==> config.mk <==
export PLATFORM = sky130hd
export DESIGN_NAME = gate_deadtime_sequencer
export DESIGN_NICKNAME = d
export VERILOG_FILES = /design/src/rtl/gate_deadtime_sequencer_pkg.sv /design/src/rtl/gate_deadtime_sequencer_leg_fsm.sv /design/src/rtl/gate_deadtime_sequencer.sv
export SDC_FILE = /design/constraint.sdc
export NUM_CORES = 1
export LEC_CHECK = 0
export ABC_CLOCK_PERIOD_IN_PS = 3900
export CELL_PAD_IN_SITES_DETAIL_PLACEMENT = 1
export CELL_PAD_IN_SITES_GLOBAL_PLACEMENT = 1
export CORE_AREA = 5 5 82 84
export CTS_BUF_LIST = sky130_fd_sc_hd__clkbuf_4 sky130_fd_sc_hd__clkbuf_8
export DETAILED_ROUTE_END_ITERATION = 10
export DIE_AREA = 0 0 87 89
export GPL_ROUTABILITY_DRIVEN = 0
export PLACE_DENSITY_LB_ADDON = 0.1
export SYNTH_ARGS = -nofsm -noshare
export SYNTH_HDL_FRONTEND = slang
export SYNTH_HIERARCHICAL = 1
export SYNTH_SLANG_ARGS = --single-unit
==> constraint.sdc <==
create_clock -name i_clock -period 3.9 [get_ports i_clock]
set_input_delay 1.17 -clock i_clock [delete_from_list [all_inputs] [get_ports i_clock]]
set_output_delay 1.17 -clock i_clock [all_outputs]
set_load 0.01 [all_outputs]
==> src/rtl/gate_deadtime_sequencer_pkg.sv <==
// Shared definitions for the gate dead-time sequencer: leg-state encoding,
// per-leg command codes, counter width and the command decode helper.
package gate_deadtime_sequencer_pkg;

    localparam int CNT_W = 16;

    typedef enum logic [1:0] {
        LEG_OFF  = 2'b00,
        LEG_ON_H = 2'b01,
        LEG_ON_L = 2'b10,
        LEG_DEAD = 2'b11
    } leg_state_e;

    typedef enum logic [1:0] {
        CMD_OFF     = 2'b00,
        CMD_H       = 2'b01,
        CMD_L       = 2'b10,
        CMD_ILLEGAL = 2'b11
    } leg_cmd_e;

    // Turns a raw high/low gate request pair into a leg command.
    function automatic leg_cmd_e decode_cmd(input logic hi, input logic lo);
        leg_cmd_e cmd;
        case ({hi, lo})
            2'b10:   cmd = CMD_H;
            2'b01:   cmd = CMD_L;
            2'b00:   cmd = CMD_OFF;
            default: cmd = CMD_ILLEGAL;
        endcase
        return cmd;
    endfunction

endpackage

==> src/rtl/gate_deadtime_sequencer_leg_fsm.sv <==
// One half-bridge leg: decodes its command pair, sequences OFF/ON_H/ON_L/DEAD
// with a saturating dwell counter and drives registered high/low gate bits.
// Both gate bits are derived from the next state, so they can never be 1
// together and they change on the same edge as the state.
module gate_leg_fsm
    import gate_deadtime_sequencer_pkg::*;
#(
    parameter logic [31:0] DEADTIME = 32'd10,
    parameter logic [31:0] MIN_ON   = 32'd20
) (
    input  logic       i_clock,
    input  logic       i_RESET,
    input  logic       i_hi,
    input  logic       i_lo,
    input  logic       i_force_off,
    output logic       o_gate_hi,
    output logic       o_gate_lo,
    output leg_state_e o_state,
    output logic       o_illegal
);

    localparam logic [CNT_W-1:0] DEAD_LAST  = CNT_W'(DEADTIME - 32'd1);
    localparam logic [CNT_W-1:0] MIN_ON_M1  = CNT_W'(MIN_ON - 32'd1);
    localparam logic [CNT_W-1:0] CNT_MAX    = {CNT_W{1'b1}};

    leg_state_e       state_q, state_d;
    logic [CNT_W-1:0] cnt_q, cnt_d;
    logic             gate_hi_q, gate_hi_d;
    logic             gate_lo_q, gate_lo_d;
    leg_cmd_e         cmd;

    // Next-state, dwell counter and gate decode for this leg.
    always_comb begin
        cmd     = decode_cmd(i_hi, i_lo);
        state_d = state_q;
        if (i_force_off) begin
            state_d = LEG_OFF;
        end else begin
            unique case (state_q)
                LEG_OFF: begin
                    // Any turn-on always goes through a full dead time first.
                    if (cmd == CMD_H || cmd == CMD_L) state_d = LEG_DEAD;
                end
                LEG_ON_H: begin
                    if (cmd == CMD_OFF) state_d = LEG_OFF;
                    else if (cmd == CMD_L && cnt_q >= MIN_ON_M1) state_d = LEG_DEAD;
                end
                LEG_ON_L: begin
                    if (cmd == CMD_OFF) state_d = LEG_OFF;
                    else if (cmd == CMD_H && cnt_q >= MIN_ON_M1) state_d = LEG_DEAD;
                end
                LEG_DEAD: begin
                    if (cnt_q == DEAD_LAST) begin
                        if (cmd == CMD_H)      state_d = LEG_ON_H;
                        else if (cmd == CMD_L) state_d = LEG_ON_L;
                        else                   state_d = LEG_OFF;
                    end
                end
                default: state_d = LEG_OFF;
            endcase
        end

        if (state_d != state_q)   cnt_d = '0;
        else if (cnt_q == CNT_MAX) cnt_d = cnt_q;
        else                       cnt_d = cnt_q + 1'b1;

        gate_hi_d = (state_d == LEG_ON_H);
        gate_lo_d = (state_d == LEG_ON_L);
    end

    // State, counter and gate registers with synchronous reset.
    always_ff @(posedge i_clock) begin
        if (i_RESET) begin
            state_q   <= LEG_OFF;
            cnt_q     <= '0;
            gate_hi_q <= 1'b0;
            gate_lo_q <= 1'b0;
        end else begin
            state_q   <= state_d;
            cnt_q     <= cnt_d;
            gate_hi_q <= gate_hi_d;
            gate_lo_q <= gate_lo_d;
        end
    end

    assign o_gate_hi = gate_hi_q;
    assign o_gate_lo = gate_lo_q;
    assign o_state   = state_q;
    assign o_illegal = (cmd == CMD_ILLEGAL);

endmodule

==> src/rtl/gate_deadtime_sequencer.sv <==
// Two-leg dead-time sequencer: a leg FSM per half bridge plus the shared
// fault latch, enable gating and busy flag.
module gate_deadtime_sequencer
    import gate_deadtime_sequencer_pkg::*;
#(
    parameter logic [31:0] DEADTIME = 32'd10,
    parameter logic [31:0] MIN_ON   = 32'd20
) (
    input  logic       i_clock,
    input  logic       i_RESET,
    input  logic [3:0] i_MOSFET,
    input  logic       i_enable,
    input  logic       i_fault,
    input  logic       i_fault_clear,
    output logic [3:0] o_gate,
    output logic [3:0] o_leg_state,
    output logic       o_fault,
    output logic       o_busy
);

    logic       fault_q, fault_d;
    logic       fault_set;
    logic       force_off;
    logic       illegal_a, illegal_b;
    logic       hi_a, lo_a, hi_b, lo_b;
    leg_state_e state_a, state_b;

    // Fault latch: a new fault condition always beats a simultaneous clear.
    // Legs are held off in the cycle a fault appears, while it is latched
    // and while gating is disabled.
    always_comb begin
        fault_set = i_fault | illegal_a | illegal_b;
        fault_d   = fault_set | (fault_q & ~i_fault_clear);
        force_off = fault_set | fault_q | ~i_enable;
    end

    // Latched fault register.
    always_ff @(posedge i_clock) begin
        if (i_RESET) fault_q <= 1'b0;
        else         fault_q <= fault_d;
    end

    gate_leg_fsm #(.DEADTIME(DEADTIME), .MIN_ON(MIN_ON)) u_leg_a (
        .i_clock     (i_clock),
        .i_RESET     (i_RESET),
        .i_hi        (i_MOSFET[0]),
        .i_lo        (i_MOSFET[2]),
        .i_force_off (force_off),
        .o_gate_hi   (hi_a),
        .o_gate_lo   (lo_a),
        .o_state     (state_a),
        .o_illegal   (illegal_a)
    );

    gate_leg_fsm #(.DEADTIME(DEADTIME), .MIN_ON(MIN_ON)) u_leg_b (
        .i_clock     (i_clock),
        .i_RESET     (i_RESET),
        .i_hi        (i_MOSFET[1]),
        .i_lo        (i_MOSFET[3]),
        .i_force_off (force_off),
        .o_gate_hi   (hi_b),
        .o_gate_lo   (lo_b),
        .o_state     (state_b),
        .o_illegal   (illegal_b)
    );

    assign o_gate      = {lo_b, lo_a, hi_b, hi_a};
    assign o_leg_state = {state_b, state_a};
    assign o_fault     = fault_q;
    assign o_busy      = (state_a == LEG_DEAD) | (state_b == LEG_DEAD);

endmodule

-- Word level (Yosys, flattened, before mapping)
Index checks and enable logic that the tools add are counted.
- memories kept: 0
- flip-flop bits (word level): 41
- memory bits (writable): 0
- logic and storage cells: 84
- bits in latches: 0
- output and inout bits: 10
- bits in read-only memories: 0
- bits of input ports: 9
- multipliers: 0
- $lt $le $gt $ge: 2
- equal/unequal tests: 26
- muxes and demuxes: 22
- add/sub/neg operators: 2
- shifts and indexed selects: 0
- bitwise operators: 9
- div/mod/pow operators: 0
- reductions and logical operators: 14
- operator list (operator ; count):
    $mux W2 ; 18
    $add A16 B1 Y16 const B ; 2
    $eq A16 B16 Y1 const B ; 2
    $eq A16 B4 Y1 const B ; 2
    $ge A16 B5 Y1 const B ; 2
    $eq A2 B2 Y1 const B ; 12
    $eq A2 B1 Y1 const B ; 8
    $pmux W2 S4 ; 2
    $logic_not A2 Y1 ; 6
    $pmux W2 S3 ; 2
    $or A1 B1 Y1 ; 6
    $logic_and A1 B1 Y1 ; 4
    $ne A2 B2 Y1 ; 2
    $reduce_or A2 Y1 ; 2
    $logic_or A1 B1 Y1 ; 2
    $not A1 Y1 ; 2
    $and A1 B1 Y1 ; 1

-- Logic depth before layout (Yosys ltp)
- depth in word-level cells: 10
- gate-level depth with buffers: 8
- mapped depth without buffers: 7

-- Cells and area by module
The synthesis kept the hierarchy.
- modules (own cells, without submodules) (module ; seq. area each (um2) ; cells an instance ; area each (um2) ; times used):
    gate_leg_fsm ; 400.4 ; 150 ; 1312.5 ; 2
    gate_deadtime_sequencer ; 20.0 ; 10 ; 87.6 ; 1

-- Least setup slack after synthesis
Ideal clock, no wire load.
- kind: input to register
- start point: input port i_MOSFET[0]
- end point: register u_leg_a.cnt_q[0]
- slack: 0.824 ns
- arrival time: 2.945 ns
- path buffers: 1
- data required time: 3.769 ns
- cell stages on the path: 7
- library setup time: 0.131 ns
- cells stage by stage: ha_1 > nor3_2 > nand3b_1 > or4_1 > o211ai_1 > buf_6 > nor4_1
- cells in the longest elaborated chain, start to end: 10
- elaborated cells between the ends (all ways): 27
- those cells by class: eq/ne (6); mux (11); bitwise (4); reduce/logical (6)
- ends and longest elaborated chain (item ; RTL line ; RTL):
    from (decl) ; gate_deadtime_sequencer.sv:11 ; input logic [3:0] i_MOSFET,
    $eq A2 B1 Y1 (tied with other cells) ; gate_deadtime_sequencer_pkg.sv:24 ; case ({hi, lo})
    $pmux W2 S3 * ; gate_deadtime_sequencer_pkg.sv:24 ;
    $eq A2 B2 Y1 * ; gate_deadtime_sequencer_leg_fsm.sv:89 ; assign o_illegal = (cmd == CMD_ILLEGAL);
    $or A1 B1 Y1 * (2 in series) ; gate_deadtime_sequencer.sv:32 ; fault_set = i_fault | illegal_a | illegal_b;
    $or A1 B1 Y1 * (2 in series) ; gate_deadtime_sequencer.sv:34 ; force_off = fault_set | fault_q | ~i_enable;
    named net force_off ; gate_deadtime_sequencer.sv:23 ; logic force_off;
    $mux W2 * ; gate_deadtime_sequencer_leg_fsm.sv:36 ; if (i_force_off) begin
    $ne A2 B2 Y1 * ; gate_deadtime_sequencer_leg_fsm.sv:63 ; if (state_d != state_q) cnt_d = '0;
    $reduce_or A2 Y1 (no line) * ; - ;
    to (signal assigned) ; gate_deadtime_sequencer_leg_fsm.sv:80 ; cnt_q <= cnt_d;
    to (decl) ; gate_deadtime_sequencer_leg_fsm.sv:27 ; logic [CNT_W-1:0] cnt_q, cnt_d;
The timed path passes the listed nets; every way through them passes the cells marked *.
A chain may end at the register's enable or synchronous reset.

-- Final worst setup path
- start point: input port i_MOSFET[2]
- end point: register u_leg_a.cnt_q[9]
- cells in the longest elaborated chain, start to end: 10
- elaborated cells between the ends (all ways): 27
- those cells by class: eq/ne (6); mux (11); bitwise (4); reduce/logical (6)
- ends and longest elaborated chain (item ; RTL line ; RTL):
    $eq A2 B1 Y1 (tied with other cells) ; gate_deadtime_sequencer_pkg.sv:24 ;
    $pmux W2 S3 * ; gate_deadtime_sequencer_pkg.sv:24 ;
    $eq A2 B2 Y1 * ; gate_deadtime_sequencer_leg_fsm.sv:89 ;
    named net illegal_a ; gate_deadtime_sequencer.sv:24 ; logic illegal_a, illegal_b;
    $or A1 B1 Y1 * (2 in series) ; gate_deadtime_sequencer.sv:32 ;
    $or A1 B1 Y1 * (2 in series) ; gate_deadtime_sequencer.sv:34 ;
    named net force_off ; gate_deadtime_sequencer.sv:23 ;
    $mux W2 * ; gate_deadtime_sequencer_leg_fsm.sv:36 ;
    $ne A2 B2 Y1 * ; gate_deadtime_sequencer_leg_fsm.sv:63 ;
    $reduce_or A2 Y1 (no line) * ; - ;
Marks and branches as above.

==> reports/results.tsv <==
metric	value	unit
synthesized instance count	310	
cell taking the most area after synthesis	dfxtp_1	
minimum clock period	3.33	ns
fin util	0.508	
Post-synth EDFFs	0	
sw power	215	uW
hold_buf cts	0	
# rows	28	
Fill cells	699	
IO Count	19	
Longest Clk Path Bufs	2	
DR vias	2398	
sequential standard cell area	821	sq um
CP Data Required Time	4.06	ns
hold_sp	o_fault$_SDFF_PP0_	
CP Max Fanout	16	
Clock Latency Late Sink	0.30	ns
Final Worst Setup Slack	0.568	ns
Initial DRC Count	101	
Worst slew margin	0.639	
post-DP HPWL	4.94	mm
Worst-Margin Slew	0.541	ns
CTS tree	built	
RSZ-0062 raised after global routing	no	
WL/cell	17.5	um
Die H	89	um
Crit path arrival time	3.49	ns
max-cap violations	0	
async set or reset register ratio after synthesis	0	
Pwr Total	837	uW
vias in the first global route	2408	
Die Area	7740	sq um
postcts setup bufs	0	
NumNets Final	344	
total gr overflow	0	
post-cts sizing count	0	
post-route clock skew	0.00560	ns
Final period util	0.854	
sequential area share after synthesis	0.303	
Setup crit start kind	input port	
share of layout cells above drive strength 1	0.0839	
Synth Net Count	333	
final WL	6.94	mm
flop-to-flop setup slack	1.62	ns
clock root buffer	clkbuf_8	
DRC Markers	0	
initial antenna violation count	0	
Crit. End Element	flop	
Netlist cell types	46	
total global-route track usage	0.185	
total CTS buffers	5	
Synth Warn #	6	
antenna fix cells	0	
switching share of total power	0.257	
Reg clk slew, reported paths	0.08	ns
Leak	0.00111	uW
Num Clock Sinks	41	
largest net degree at the start of global routing	17	
main flop type after synthesis	dfxtp_1	
Max Fclk	300	MHz
Worst Hold Class	reg2reg	
status	finished clean	
Yosys reg bits	41	
input/output buffers	18	
footprint of the multi-input gates	1690	sq um
Hold Vio Cnt, Final	0	
reg-to-reg startpoint	u_leg_a/cnt_q[0]$_SDFFE_PP0P_	
die width	87	um
Synth area leaders	dfxtp_1, nor4_1, ha_1	
Combinational Power Share	0.097	
Synth top cells by count	dfxtp_1, nor4_1, nand2_1, nand3_1, nand4_1	
via/cell ratio	6.04	
Setup violations, final	0	
CTS H-tree depth	2	
global-route wire length before repair	11.4	mm
Area Growth Syn to Fin	9.50	%
Power Internal	622	uW
post-route ant nets	0	
Pwr Density	282	nW/um^2
First-pass DRT Iterations	4	
Clock Power Share	0.378	
Cells after DPL	389	
max-slew violations	0	
share of the synthesized area in the top cell type	0.303	
Starting Density	0.464	
DP Worst Slack	0.279	ns
TNS Setup	0	ns
most numerous cell in the Yosys netlist	dfxtp_1	
CP Launch Point	i_MOSFET[2]	
Post-Syn Area	2710	sq um
fin cells	397	
crit path kind	in2reg	
Core ar.	5850	sq um
Post-Syn Area per Cell	8.75	sq um
Seq pwr share	0.525	
VDD IR-drop max	0.177	mV
==> cell type report <==
| cell class | count | share of cell area |
|---|---|---|
| repair buffers | 22 | 0.0708 |
| well taps | 75 | 0.0316 |
| inverters | 14 | 0.0177 |
| flip-flops and latches | 41 | 0.276 |
| clock buffers | 7 | 0.0324 |
| clock inverters | 1 | 0.00168 |
| multi-input cells | 237 | 0.570 |
==> power by group through the flow <==
stage	clock (uW)	sequential, uW	combinational, uW
after floorplan	0	443	57.3
after global placement	0	448	78.1
after detailed placement	0	449	80.6
after CTS	326	439	81.4
after global routing	344	441	90.3
final	317	439	81.2
==> critical path, stage by stage <==
cell and delay (ns):
clkdlybuf4s50_1 0.48, ha_1 0.22, nor3_2 0.22, nand3b_1 0.28, or4_1 0.59, o211ai_1 0.19
buf_4 0.26, nor4_1 0.08
==> layout by cell type (no fill, tap or decap), types with 3 or more instances in the layout <==
cell and n:
nand4_1 16, clkdlybuf4s50_1 18, a21oi_1 11, ha_1 14, o31ai_1 6, dfxtp_1 41
and3_1 10, buf_4 4, a31oi_1 4, or4_1 4, and4_1 4, nand2_1 20
clkbuf_8 7, mux2i_1 6, nor2_1 12, nand2b_1 3, xor2_1 14, nor4_1 34
o211ai_1 6, inv_1 14, nand3_1 20, nor4_4 4, o21ai_0 10
==> per-layer routing <==
layer  wire, um  vias to the layer above  track usage
li1           -                     1207            -
met1       3410                     1147        0.241
met2       3180                       38        0.308
met3        262                        6       0.0332
met4         92                        0       0.0595
met5          0                        -            0
==> through the flow <==
step	area (sq um)	hold WS, ns
after global placement	2870	0.484
final	2970	0.516
after detailed placement	2870	0.510
after global routing	2970	0.554
after floorplan	2710	0.494
after CTS	2970	0.523
==> final timing paths <==
kind | to | depth (start not counted)
worst max-delay path | u_leg_a/cnt_q[9]$_SDFFE_PP0P_ | 8
worst min register to register | o_fault$_SDFF_PP0_ | 2
worst min-delay path | o_fault$_SDFF_PP0_ | 2
worst max register to register | u_leg_a/cnt_q[9]$_SDFFE_PP0P_ | 6
==> cell families after synthesis <==
family          synth area share
mux                       0.0221
flops                      0.303
simple gates               0.343
xor+xnor                  0.0517
buf+inv                   0.0738
compound gates             0.143
fa+ha+maj                 0.0646
==> registers in the layout, indices dropped and copies added, names as in the netlist <==
name	cells
u_leg_a/o_gate_hi	1
u_leg_b/o_gate_lo	1
u_leg_a/o_gate_lo	1
u_leg_b/cnt_q	16
o_fault	1
u_leg_a/o_state	2
u_leg_b/o_state	2
u_leg_a/cnt_q	16
u_leg_b/o_gate_hi	1
(Power assumes the default switching activity.)
